### src/rtl/vocab_writer.sv
// Packs incoming words into a null-separated vocab SRAM image, one byte per cycle.
// Optional SCRUB/clear support is enabled by defining VOCAB_WRITER_CLEAR_EN.
module vocab_writer #(
  parameter int unsigned ADDR_WIDTH  = 4,
  parameter int unsigned WORD_LENGTH = 3,
  parameter int unsigned DATA_WIDTH  = 8
) (
  input  logic                              clk,
  input  logic                              rst,
  input  logic                              in_valid,
  output logic                              in_ready,
  input  logic [WORD_LENGTH*DATA_WIDTH-1:0] in_word,
`ifdef VOCAB_WRITER_CLEAR_EN
  input  logic                              clear,
`endif
  output logic                              mem_we,
  output logic [ADDR_WIDTH-1:0]             mem_addr,
  output logic [DATA_WIDTH-1:0]             mem_din,
  output logic [ADDR_WIDTH:0]               wr_ptr,
  output logic [ADDR_WIDTH:0]               entry_count,
  output logic                              full,
  output logic                              err_overflow
);

  localparam int unsigned DEPTH = 2 ** ADDR_WIDTH;
  localparam int unsigned IdxW  = $clog2(WORD_LENGTH + 1);
  localparam logic [ADDR_WIDTH+1:0] DepthSum = (ADDR_WIDTH + 2)'(DEPTH);
  localparam logic [ADDR_WIDTH:0]   FullThr  = (ADDR_WIDTH + 1)'(DEPTH - 1);

  typedef enum logic [1:0] {
    StIdle,
    StWrite,
`ifdef VOCAB_WRITER_CLEAR_EN
    StTerm,
    StScrub
`else
    StTerm
`endif
  } state_e;

  state_e                            state_q, state_d;
  logic [ADDR_WIDTH:0]               wr_ptr_q, wr_ptr_d;
  logic [ADDR_WIDTH:0]               count_q, count_d;
  logic                              err_q, err_d;
  logic [WORD_LENGTH*DATA_WIDTH-1:0] word_q, word_d;
  logic [IdxW-1:0]                   len_q, len_d;
  logic [IdxW-1:0]                   idx_q, idx_d;
  logic [IdxW-1:0]                   len_c;
  logic                              zero_seen;
  logic                              no_room;
`ifdef VOCAB_WRITER_CLEAR_EN
  logic [ADDR_WIDTH-1:0]             scrub_q, scrub_d;
`endif

  // Word length: leading nonzero bytes, stopping at the first zero byte.
  always_comb begin
    len_c     = '0;
    zero_seen = 1'b0;
    for (int k = 0; k < int'(WORD_LENGTH); k++) begin
      if (!zero_seen && (in_word[k*DATA_WIDTH +: DATA_WIDTH] != '0)) begin
        len_c = len_c + 1'b1;
      end else begin
        zero_seen = 1'b1;
      end
    end
  end

  assign no_room = ({1'b0, wr_ptr_q} + (ADDR_WIDTH + 2)'(len_c) + (ADDR_WIDTH + 2)'(1)) > DepthSum;

  always_comb begin
    state_d  = state_q;
    wr_ptr_d = wr_ptr_q;
    count_d  = count_q;
    err_d    = err_q;
    word_d   = word_q;
    len_d    = len_q;
    idx_d    = idx_q;
`ifdef VOCAB_WRITER_CLEAR_EN
    scrub_d  = scrub_q;
`endif
    in_ready = 1'b0;
    mem_we   = 1'b0;
    mem_addr = wr_ptr_q[ADDR_WIDTH-1:0];
    mem_din  = '0;
    case (state_q)
      StIdle: begin
        in_ready = 1'b1;
`ifdef VOCAB_WRITER_CLEAR_EN
        if (clear) begin
          scrub_d = '0;
          state_d = StScrub;
        end else if (in_valid) begin
`else
        if (in_valid) begin
`endif
          if (len_c == '0) begin
            state_d = StIdle;
          end else if (no_room) begin
            err_d = 1'b1;
          end else begin
            word_d  = in_word;
            len_d   = len_c;
            idx_d   = '0;
            state_d = StWrite;
          end
        end
      end
      StWrite: begin
        mem_we   = 1'b1;
        mem_din  = word_q[int'(idx_q)*DATA_WIDTH +: DATA_WIDTH];
        wr_ptr_d = wr_ptr_q + 1'b1;
        idx_d    = idx_q + 1'b1;
        if (idx_q == len_q - 1'b1) state_d = StTerm;
      end
      StTerm: begin
        mem_we   = 1'b1;
        wr_ptr_d = wr_ptr_q + 1'b1;
        count_d  = count_q + 1'b1;
        state_d  = StIdle;
      end
`ifdef VOCAB_WRITER_CLEAR_EN
      StScrub: begin
        mem_we   = 1'b1;
        mem_addr = scrub_q;
        scrub_d  = scrub_q + 1'b1;
        if (scrub_q == '1) begin
          wr_ptr_d = '0;
          count_d  = '0;
          err_d    = 1'b0;
          state_d  = StIdle;
        end
      end
`endif
      default: state_d = StIdle;
    endcase
  end

  always_ff @(posedge clk) begin
    if (rst) begin
      state_q  <= StIdle;
      wr_ptr_q <= '0;
      count_q  <= '0;
      err_q    <= 1'b0;
      word_q   <= '0;
      len_q    <= '0;
      idx_q    <= '0;
`ifdef VOCAB_WRITER_CLEAR_EN
      scrub_q  <= '0;
`endif
    end else begin
      state_q  <= state_d;
      wr_ptr_q <= wr_ptr_d;
      count_q  <= count_d;
      err_q    <= err_d;
      word_q   <= word_d;
      len_q    <= len_d;
      idx_q    <= idx_d;
`ifdef VOCAB_WRITER_CLEAR_EN
      scrub_q  <= scrub_d;
`endif
    end
  end

  assign wr_ptr       = wr_ptr_q;
  assign entry_count  = count_q;
  assign err_overflow = err_q;
  assign full         = wr_ptr_q >= FullThr;

endmodule

### config.mk
export PLATFORM = sky130hd
export DESIGN_NAME = vocab_writer
export DESIGN_NICKNAME = d
export VERILOG_FILES = /design/src/rtl/vocab_writer.sv
export SDC_FILE = /design/constraint.sdc
export NUM_CORES = 1
export LEC_CHECK = 0
export ABC_AREA = 1
export BUFFER_PORTS_ARGS = -buffer_cell sky130_fd_sc_hd__buf_2
export CAP_MARGIN = 20
export CORE_UTILIZATION = 47
export CTS_CLUSTER_DIAMETER = 30
export DETAILED_ROUTE_END_ITERATION = 12
export GPL_ROUTABILITY_DRIVEN = 0
export HOLD_SLACK_MARGIN = 0.12
export PLACE_DENSITY = 0.71
export SYNTH_ARGS = -nofsm -noshare
export SYNTH_HDL_FRONTEND = slang
export SYNTH_SLANG_ARGS = --single-unit
### constraint.sdc
create_clock -name clk -period 3.51 [get_ports clk]
set_input_delay 0.702 -clock clk [delete_from_list [all_inputs] [get_ports clk]]
set_output_delay 0.702 -clock clk [all_outputs]
set_load 0.01 [all_outputs]
==> Word-level counts from Yosys, hierarchy flattened <==
Cells that the tools add are included.
Widths: inputs -> output; s select.
{ "word_totals": {"out_inout_bits": 26, "input_bits": 27, "register_bits": 41, "elab_cells": 59} }
{ "classes": {"n_mux": 17, "bitwise": 2, "n_lt_le_gt_ge": 2, "reduce_logical": 14, "shift": 1, "eq_ne": 8, "add_sub_neg": 8} }
{ "op_table": {"columns": ["op", "count"], "rows": [
  ["$reduce_bool 8->1", 3],
  ["$shiftx 24x6->8", 1],
  ["$mux 2", 9],
  ["$reduce_and 4->1", 3],
  ["$add 5x1->5 const B", 2],
  ["$mux 8", 1],
  ["$ne 2x2->1 const B", 4],
  ["$pmux 2 s2", 2],
  ["$add 5x2->6", 1],
  ["$add 6x1->6 const B", 1],
  ["$gt 6x5->1 const B", 1],
  ["$ge 5x4->1 const B", 1],
  ["$mux 1", 5],
  ["$add 2x1->2 const B", 2],
  ["$logic_not 2->1", 2],
  ["$ne 3x3->1 const B", 1],
  ["$reduce_and 3->1", 1],
  ["$add 1x1->2 const B", 1],
  ["$eq 2x1->1 const B", 1],
  ["$eq 2x2->1", 1],
  ["$eq 2x2->1 const B", 1],
  ["$logic_and 1x1->1", 2],
  ["$not 1->1", 2],
  ["$reduce_bool 2->1", 1],
  ["3 further kinds", 3]
]} }

==> Longest topological paths before layout <==
Gate-level depths: netlist (run 1).
{ "logic_depth": {"ltp_word": 13, "ltp_mapped": 19} }

==> Worst setup path before layout (run 1) <==
No wires, ideal clock.
{ "synth_timing": {"path_type": "input-to-reg", "startpoint": "input port in_word[12]", "endpoint": "register len_q[1]", "slack_ns": 0.473, "arrival_time_ns": 2.924, "cell_stages": 17, "path_cell_list": "nor4_1 nand3_1 a21oi_1 inv_1 ha_1 fa_1 nand2_1 inv_1 nand2_1 nor2_1 nand3_1 nand2_2 nand3_2 buf_12 buf_8 nor2_1 nor2_1"} }
{ "synth_between": {"elab_chain_cells": 11, "elab_cells_between_ends": 15, "classes_between": "add/sub: 3; order compare: 1; mux: 3; bitwise: 2; reduce/logical: 6"} }
{ "synth_lines": {"columns": ["element", "line", "source"], "rows": [
  ["start: declaration", "12", "input logic [WORD_LENGTH*DATA_WIDTH-1:0] in_word,"],
  ["$reduce_bool 8->1 *", "60", "if (!zero_seen && (in_word[k*DATA_WIDTH +: DATA_WIDTH] != '0)) begin"],
  ["$logic_and 1x1->1 *", "60", null],
  ["branches (longest 3 deep; another with $add 2x1->2)", null, null],
  ["$mux 2 *", "60", null],
  ["$add 5x2->6", "68", "assign no_room = ({1'b0, wr_ptr_q} + (ADDR_WIDTH + 2)'(len_c) + (ADDR_WIDTH + 2)'(1)) > DepthSum;"],
  ["$add 6x1->6", "68", null],
  ["$gt 6x5->1", "68", null],
  ["$not 1->1 (no source line)", null, null],
  ["$reduce_and 4->1 (no source line)", null, null],
  ["end signal: assignment", "156", "len_q <= len_d;"],
  ["end: declaration", "46", "logic [IdxW-1:0] len_q, len_d;"]
]} }
Mark *: on every way between the ends.
A chain may end at the register's enable or synchronous reset.

==> Worst setup path in the final report (run 1) <==
{ "layout_timing": {"startpoint": "input port in_word[12]", "endpoint": "register idx_q[0]"} }
{ "layout_between": {"elab_chain_cells": 11, "elab_cells_between_ends": 15, "classes_between": "add/sub: 3; order compare: 1; eq/ne: 2; mux: 3; reduce/logical: 6"} }
{ "layout_lines": {"columns": ["element", "line", "source"], "rows": [
  ["$reduce_bool 8->1 *", "60", null],
  ["$logic_and 1x1->1 *", "60", null],
  ["branches (longest 3 deep; another with $add 2x1->2)", null, null],
  ["$mux 2 *", "60", null],
  ["$add 5x2->6", "68", null],
  ["$add 6x1->6", "68", null],
  ["$gt 6x5->1", "68", null],
  ["$ne 2x2->1 (no source line)", null, null],
  ["$reduce_and 4->1 (no source line) *", null, null],
  ["end signal: assignment", "157", "idx_q <= idx_d;"],
  ["end: declaration", "47", "logic [IdxW-1:0] idx_q, idx_d;"]
]} }
Marks and branches as above.

==> flow_summary.ini, run 1 <==
[status]
status = finished, final reports clean

[global_route]
grt_pass1_vias = 1973
grt_max_degree = 39
antenna_found_initial = 0
grt_first_pass_wirelength_um = 8825
grt_util_all_layers = 0.2183
grt-ovfl-total = 0

[timing]
setup_viol = 0
tns_ps = 0
slew_viol_final = 0
tightest_slew_ps = 665.4
rsz0062_at_grt = false
max_freq_mhz = 330.0
finClkSkew_ps = 4.528
max_slew_margin = 0.5550
fin_ws_ps = 479.8
min_period_ps = 3030
finalCritPeriodShare = 0.8633
hold_viol = 0

[clocking]
ctsResizeCount = 0
cts_setup_buffers = 0
cts_buffer_depth = 2
clk_pin_slew_ps = 80
cts_sinks = 41
clock_latency_ps = 300
h-tree-depth = 2
tritoncts = yes
cts-root-buf = clkbuf_8
cts_buffers = 5
cts.hold.buffers_added = 0

[setup_path]
crit_chain = buf_2 -> nor4_1 -> nand3_1 -> a21oi_1 -> inv_1 -> ha_1 -> fa_1 -> nand2_1 -> inv_1 -> nand2_1 -> nor2_1 -> nand3_1 -> nand2_2 -> nand3_2 -> buf_12 -> nand2_2 -> nand2_1 -> nand2_1 -> nor2_1
critPathArrivalTime_ps = 3230
slowest_stage = fa_1
cpMostUsedCell = nand2_1
rr_startpoint = wr_ptr[0]
path_class = in -> reg
reg2regPathDepth = 15
crit_cells = 19
crit_end = idx_q[0]
cp.required_ps = 3710
crit_family = simple AND/OR/NAND/NOR gates
max_stage_delay_ps = 480
cp_max_fo = 38
worst-path-buf-inv = 4
cp-startpoint = in_word[12]
cp-start-kind = input pin
reg2reg_slack_ps = 1250
end_kind = flip-flop
regToRegEndpoint = idx_q[0]

[drt]
first_pass_iters = 4
wl_met3_um = 247
drt-met1-wl_um = 2491
drt-total-wl_um = 5260
vias_per_cell = 4.968
drtAntennaViolNets = 0
num_vias = 2191
drt-initial-drc-count = 137
wl_per_cell_um = 11.93
wl_met2_um = 2423
routed.top_layer = met4
drc = 0

[synthesis]
synthArstFlopShare = 0
synth_cell_types = 30
yosysTopAreaCell = dfxtp_1
ys_seq_area_frac = 0.3561
synth_seq_cells = 41
synth_commonest_cells = 59 x nand2_1, 42 x nor2_1, 41 x dfxtp_1
yosysWarningCount = 0
synth.most_common_cell = nand2_1
synthTopCellsByArea = dfxtp_1 36%, nand2_1 9.6%, a21oi_1 7.8%
synth_edf_count = 0
avgSynthCellArea_um2 = 7.070
synth_top_area_frac = 0.3561
synth_nets = 362
netlist_area_um2 = 2305
netlist_instances = 326
yosys_most_used_dff = dfxtp_1

[floorplanning]
rows = 25
die_w_um = 72.03
fp.coreArea_um2 = 4723
io_pins = 53
design.die.area_um2 = 5188
die_h_um = 72.03
start_util = 0.4879

[finish]
diodes = 0
final_nets = 409
stdcell_area_um2 = 2685
area_delta_synth_final_pct = 16.50
layout-drive-gt1-share = 0.2540
nFillCells = 456

[pwr]
ir_worst_vdd_mv = 0.6111
power_density_nw_per_um2 = 730.1
finalPower_mw = 1.960
pwr-share-clk = 0.201
leakagePower_nw = 1.217
p_seq_frac = 0.337
p_int_mw = 1.148
swShare = 0.4146
combPwrFrac = 0.462
p_switching_uw = 812.7

[placed_design]
place_ws_ps = 157.0
placed_area_um2 = 2569
place_hpwl_um = 3830
portBuffers = 52

[job]
drv_cap = 0

[hold_path]
hold_path.class = reg -> reg
[tightest hold or removal path, stage by stage (launching register included)]
cell,delay [ps]
dfxtp_1,310
nand2_1,60
a21oi_1,50
[flip-flops by register name, indices dropped and copies added (netlist names)]
| name | count |
|---|---|
| word_q | 24 |
| entry_count | 5 |
| wr_ptr | 5 |
| idx_q | 2 |
| len_q | 2 |
| state_q | 2 |
| err_overflow | 1 |
[layout make-up]
cell class,count,area [um^2],area share
clock buffers,7,86.33,0.03215
flip-flops and latches,41,820.8,0.3057
repair buffers,57,310.3,0.1156
well taps,67,83.83,0.03122
clock inverters,1,30.03,0.01118
inverters,37,138.9,0.05172
multi-input cells,231,1215,0.4525
[metal layers]
layer / vias to the layer above / GRT usage
li1: 1157 / -
met1: 970 / 0.2889
met2: 55 / 0.3501
met3: 9 / 0.04444
met4: 0 / 0.08715
met5: - / 0
[worst min path at each step]
stage	startpoint	end	slack [ps]	cells past startpoint
after floorplan	word_q[12]	word_q[12]	440	2
after global placement	word_q[15]	word_q[15]	450	2
after detailed placement	word_q[13]	word_q[13]	450	2
after CTS	word_q[13]	word_q[13]	460	2
after global routing	word_q[13]	word_q[13]	480	2
final	word_q[13]	word_q[13]	460	2
[through the flow]
| step | instances | hold WS (ps) | utilization |
|---|---|---|---|
| after CTS | 441 | 462.6 | 0.5685 |
| after global routing | 441 | 479.0 | 0.5685 |
| after detailed placement | 433 | 451.7 | 0.5438 |
| final | 441 | 459.9 | 0.5685 |
| after global placement | 433 | 446.7 | 0.5438 |
| after floorplan | 326 | 436.1 | - |
[power by group through the flow]
stage               combinational, mW  clock (mW)  sequential (mW)
CTS                             0.909       0.404            0.659
floorplan                       0.736           0            0.662
detailed placement              0.904           0            0.669
finish                          0.906       0.394            0.660
global placement                0.895           0            0.667
global route                     1.04       0.422            0.674
[logic make-up after synthesis]
group | count (synthesis) | synth area share
adders and majority gates | 9 | 0.05212
xor gates and xnor gates | 2 | 0.007602
DFF | 41 | 0.3561
buffers and inverters | 54 | 0.1167
AOI/OAI and AO/OA | 63 | 0.1542
and+or+nand+nor | 157 | 0.3132
[layout by cell type, fill, tap and decap left out, types with 2 or more instances in the layout]
master	netlist	layout
a21oi_1	36	36
a21oi_2	10	10
a31oi_1	2	2
buf_2	0	52
buf_4	6	4
clkbuf_8	0	6
dfxtp_1	41	41
ha_1	8	8
inv_1	32	32
inv_2	4	4
nand2_1	59	59
nand2_2	13	13
nand3_1	9	9
nand4_1	18	18
nor2_1	42	42
nor3_1	9	9
nor4_1	2	2
o21ai_0	14	14
(Power assumes the default switching activity.)
==> inputs of run 2 (changes only) <==
- CORE_ASPECT_RATIO: not set -> 0.75
==> flow_summary.ini, run 2 (synthesized netlist as in run 1, its figures left out) <==
[global_route]
grt_max_degree = 39
grt_pass1_vias = 1895
grt-ovfl-total = 0
grt_first_pass_wirelength_um = 9025
grt_util_all_layers = 0.2166
antenna_found_initial = 0

[finish]
diodes = 0
registers.top_by_ff_count = word_q
layout-drive-gt1-share = 0.2527
regArea_um2 = 820.8
final_common_cell = nand2_1
final_cells = 429
nFillCells = 440
largest_reg_flops = 24
final_nets = 408
area_delta_synth_final_pct = 15.09
multi_input_area_um2 = 1215
final_cell_mix = 59 x nand2_1, 52 x buf_2, 42 x nor2_1

[timing]
hold_viol = 0
fin_ws_ps = 462.0
tns_ps = 0
slew_viol_final = 0
tightest_slew_ps = 706.5
max_slew_margin = 0.5275
min_period_ps = 3048
finClkSkew_ps = 6.663
setup_viol = 0
finalCritPeriodShare = 0.8684
hold_slack_ps = 461.3
max_freq_mhz = 328.1
rsz0062_at_grt = false

[clocking]
cts_setup_buffers = 0
cts-root-buf = clkbuf_8
h-tree-depth = 2
clock_latency_ps = 300
clk_pin_slew_ps = 70
tritoncts = yes
cts.hold.buffers_added = 0
ctsResizeCount = 0
cts_buffers = 5
cts_buffer_depth = 2
cts_sinks = 41

[setup_path]
path_class = in -> reg
crit_chain = buf_2 -> nor4_1 -> nand3_1 -> a21oi_1 -> inv_1 -> ha_1 -> fa_1 -> nand2_1 -> inv_1 -> nand2_1 -> nor2_1 -> nand3_1 -> nand2_2 -> buf_4 -> nand2_1 -> nand2_1 -> nand3_1 -> nand2_1 -> nor2_1
reg2regPathDepth = 15
end_kind = flip-flop
max_stage_delay_ps = 500
crit_cells = 19
cp.required_ps = 3700
slowest_stage = fa_1
cp-start-kind = input pin
crit_family = simple AND/OR/NAND/NOR gates
cp_max_fo = 9
worst-path-buf-inv = 4
cpMostUsedCell = nand2_1
critPathArrivalTime_ps = 3240

[floorplanning]
io_pins = 53
fp.coreArea_um2 = 4572
die_h_um = 62.65
start_util = 0.5041
rows = 21
die_w_um = 82.86
design.die.area_um2 = 5191

[pwr]
finalPower_mw = 1.966
power_density_nw_per_um2 = 741.0
ir_worst_vdd_mv = 0.3740
leakagePower_nw = 1.206

[drt]
vias_per_cell = 5.268
num_vias = 2260
wl_per_cell_um = 12.53
drc = 0
drtAntennaViolNets = 0
first_pass_iters = 5
drt-initial-drc-count = 161
drt-total-wl_um = 5374

[hold_path]
worstHoldPathCells = 2
hold_path.class = reg -> reg

[job]
drv_cap = 0

[placed_design]
place_ws_ps = 170.0
portBuffers = 52
place_inst = 422
place_hpwl_um = 3926

[status]
status = finished, final reports clean
[run 2: routing by layer]
metal | vias up | track usage | part of all wire
li1 | 1154 | - | -
met1 | 1007 | 0.3216 | 0.51
met2 | 92 | 0.3064 | 0.40
met3 | 7 | 0.04491 | 0.075
met4 | 0 | 0.07759 | 0.011
met5 | - | 0 | 0
[run 2: report_power, final]
group	internal (mW)	total, mW	switching (mW)
combinational	0.346	0.940	0.594
clock	0.207	0.367	0.160
sequential	0.578	0.659	0.0815
total	1.13	1.97	0.835
[run 2: tightest hold or removal path, cell delays in order (launching register included)]
cell	delay [ps]
dfxtp_1	310
nand2_1	60
a21oi_1	50
[run 2: area by class of cell]
type / count / share of cell area
Timing Repair Buffer: 56 / 0.1142
Clock inverter: 2 / 0.01321
Tap cell: 57 / 0.02689
Inverter: 37 / 0.05236
Clock buffer: 5 / 0.02594
Multi-Input combinational cell: 231 / 0.4580
Sequential cell: 41 / 0.3094
[run 2: worst paths after layout]
kind / start / to / slack [ps]
worst min-delay path: word_q[15] / word_q[15] / 460
worst min register to register: word_q[15] / word_q[15] / 460
worst max register to register: wr_ptr[0] / state_q[0] / 1230
worst max-delay path: in_word[12] / state_q[0] / 460
[run 2: per-stage QoR]
stage / instance area, um^2 / util
finish: 2653 / 0.5802
global route: 2653 / 0.5802
CTS: 2653 / 0.5802
detailed placement: 2549 / 0.5575
global placement: 2549 / 0.5575
floorplan: 2305 / -
==> inputs of run 3 (changes only) <==
- BUFFER_PORTS_ARGS: -buffer_cell sky130_fd_sc_hd__buf_2 -> not set
- DONT_BUFFER_PORTS: not set -> 1
- PLACE_DENSITY: 0.71 -> not set
- clock period: 3.51 -> 2.91 ns (I/O delays scaled with it)
==> flow_summary.ini, run 3 (synthesized netlist as in run 1, its figures left out) <==
[global_route]
grt_max_degree = 25
use_met2 = 0.3074
antenna_found_initial = 0
grt_util_all_layers = 0.2207
use_met1 = 0.3245
grt-ovfl-total = 0
grt-busiest-layer = met1
grt_util_met3 = 0.07001
grt_pass1_vias = 1840
grt_first_pass_wirelength_um = 9101

[finish]
multi_input_area_um2 = 1240
fin_util = 0.5397
nFillCells = 469
layout-drive-gt1-share = 0.1616
registers.top_by_ff_count = word_q
final_nets = 363
area_delta_synth_final_pct = 7.058
largest_reg_flops = 24
final_cell_mix = 59 x nand2_1, 42 x nor2_1, 41 x dfxtp_1
final_common_cell = nand2_1
diodes = 0
regArea_um2 = 820.8

[floorplanning]
design.die.area_um2 = 5191
fp.coreArea_um2 = 4572
die_h_um = 62.65
io_pins = 53
rows = 21
start_util = 0.5041
die_w_um = 82.86

[drt]
drt-initial-drc-count = 149
drt-total-wl_um = 5323
vias_per_cell = 5.356
drtAntennaViolNets = 0
drc = 0
wl_per_cell_um = 13.83
num_vias = 2062
first_pass_iters = 5

[timing]
min_period_ps = 2632
tightest_slew_ps = 588.7
slew_viol_final = 0
rsz0062_at_grt = false
fin_ws_ps = 278.2
max_slew_margin = 0.6061
finClkSkew_ps = 11.00
max_freq_mhz = 380.0
hold_viol = 0
finalCritPeriodShare = 0.9044
setup_viol = 0

[hold_path]
hp-start = rst
hold_path.class = in -> reg
worstHoldPathCells = 1
whs_endpoint = word_q[21]

[clocking]
clock_latency_ps = 290
cts_sinks = 41
cts-root-buf = clkbuf_8
h-tree-depth = 2
clk_pin_slew_ps = 80
tritoncts = yes
cts_buffers = 5
cts_buffer_depth = 2
cts.hold.buffers_added = 0

[pwr]
p_switching_uw = 978.0
ir_worst_vdd_mv = 0.4227
p_int_mw = 1.283
combPwrFrac = 0.454
power_density_nw_per_um2 = 916.2
p_seq_frac = 0.363
pwr-share-clk = 0.183
swShare = 0.4326
leakagePower_nw = 1.005

[status]
status = finished, final reports clean

[setup_path]
reg2reg_slack_ps = 510
cp.required_ps = 3140
regToRegEndpoint = idx_q[0]
cp-start-kind = input pin
critPathArrivalTime_ps = 2860
end_kind = flip-flop
reg2regPathDepth = 15
path_class = in -> reg
rr_startpoint = wr_ptr[0]
cp_max_fo = 23

[placed_design]
portBuffers = 0
place_hpwl_um = 3943
place_ws_ps = -139.5

[job]
drv_cap = 0
-- run 3: critical path: stages --
cell	delay [ps]
or2_2	280
nor4_2	220
buf_4	150
a21oi_2	60
inv_1	60
ha_1	180
fa_1	420
nand2_1	70
inv_1	30
nand2_1	50
nor2_1	40
nand3_1	90
nand2_2	90
nand3_2	120
buf_12	170
nand2_2	70
nand2_1	60
nand2_1	40
nor2_1	80
-- run 3: timing repair --
item	in CTS	in global routing
resized for setup	0	3
setup endpoints to repair	0	2
hold endpoints to repair	0	0
buffers inserted	0	0
-- run 3: worst max-delay path by stage --
stage                      from       end  slack (ps)
floorplan           in_word[12]  len_q[1]          40
global placement    in_word[12]  idx_q[0]         0.3
detailed placement  in_word[20]  idx_q[0]        -140
CTS                 in_word[20]  idx_q[0]         170
global route        in_word[12]  idx_q[0]          50
finish              in_word[20]  idx_q[0]         280
-- run 3: power by group through the flow --
stage / combinational [mW] / clock (mW) / sequential, mW
2_1_floorplan: 0.888 / 0 / 0.798
3_3_place_gp: 1.02 / 0 / 0.833
3_5_place_dp: 1.02 / 0 / 0.834
4_1_cts: 1.02 / 0.425 / 0.823
5_1_grt: 1.17 / 0.454 / 0.841
6_report: 1.03 / 0.413 / 0.822
-- run 3: cell type report --
type,instances,share of cell area
clock buffers,7,0.03905
clock inverters,1,0.002028
inverters,37,0.05629
multi-input cells,231,0.5025
flip-flops and latches,41,0.3327
well taps,57,0.02890
repair buffers,11,0.03854
-- run 3: layer usage --
layer / part of all wire / vias to the layer above
li1: - / 1070
met1: 0.52 / 931
met2: 0.40 / 55
met3: 0.073 / 6
met4: 0.0086 / 0
met5: 0 / -
-- run 3: stage by stage --
step	area, um^2	hold WS, ps	std cells	setup TNS, ps	power [mW]
3_3_place_gp	2347	436.3	377	0	1.849
3_5_place_dp	2347	442.3	377	-2387	1.854
4_1_cts	2449	333.6	385	0	2.269
6_report	2467	345.2	385	0	2.261
2_1_floorplan	2311	436.1	326	0	1.686
5_1_grt	2467	317.4	385	0	2.461
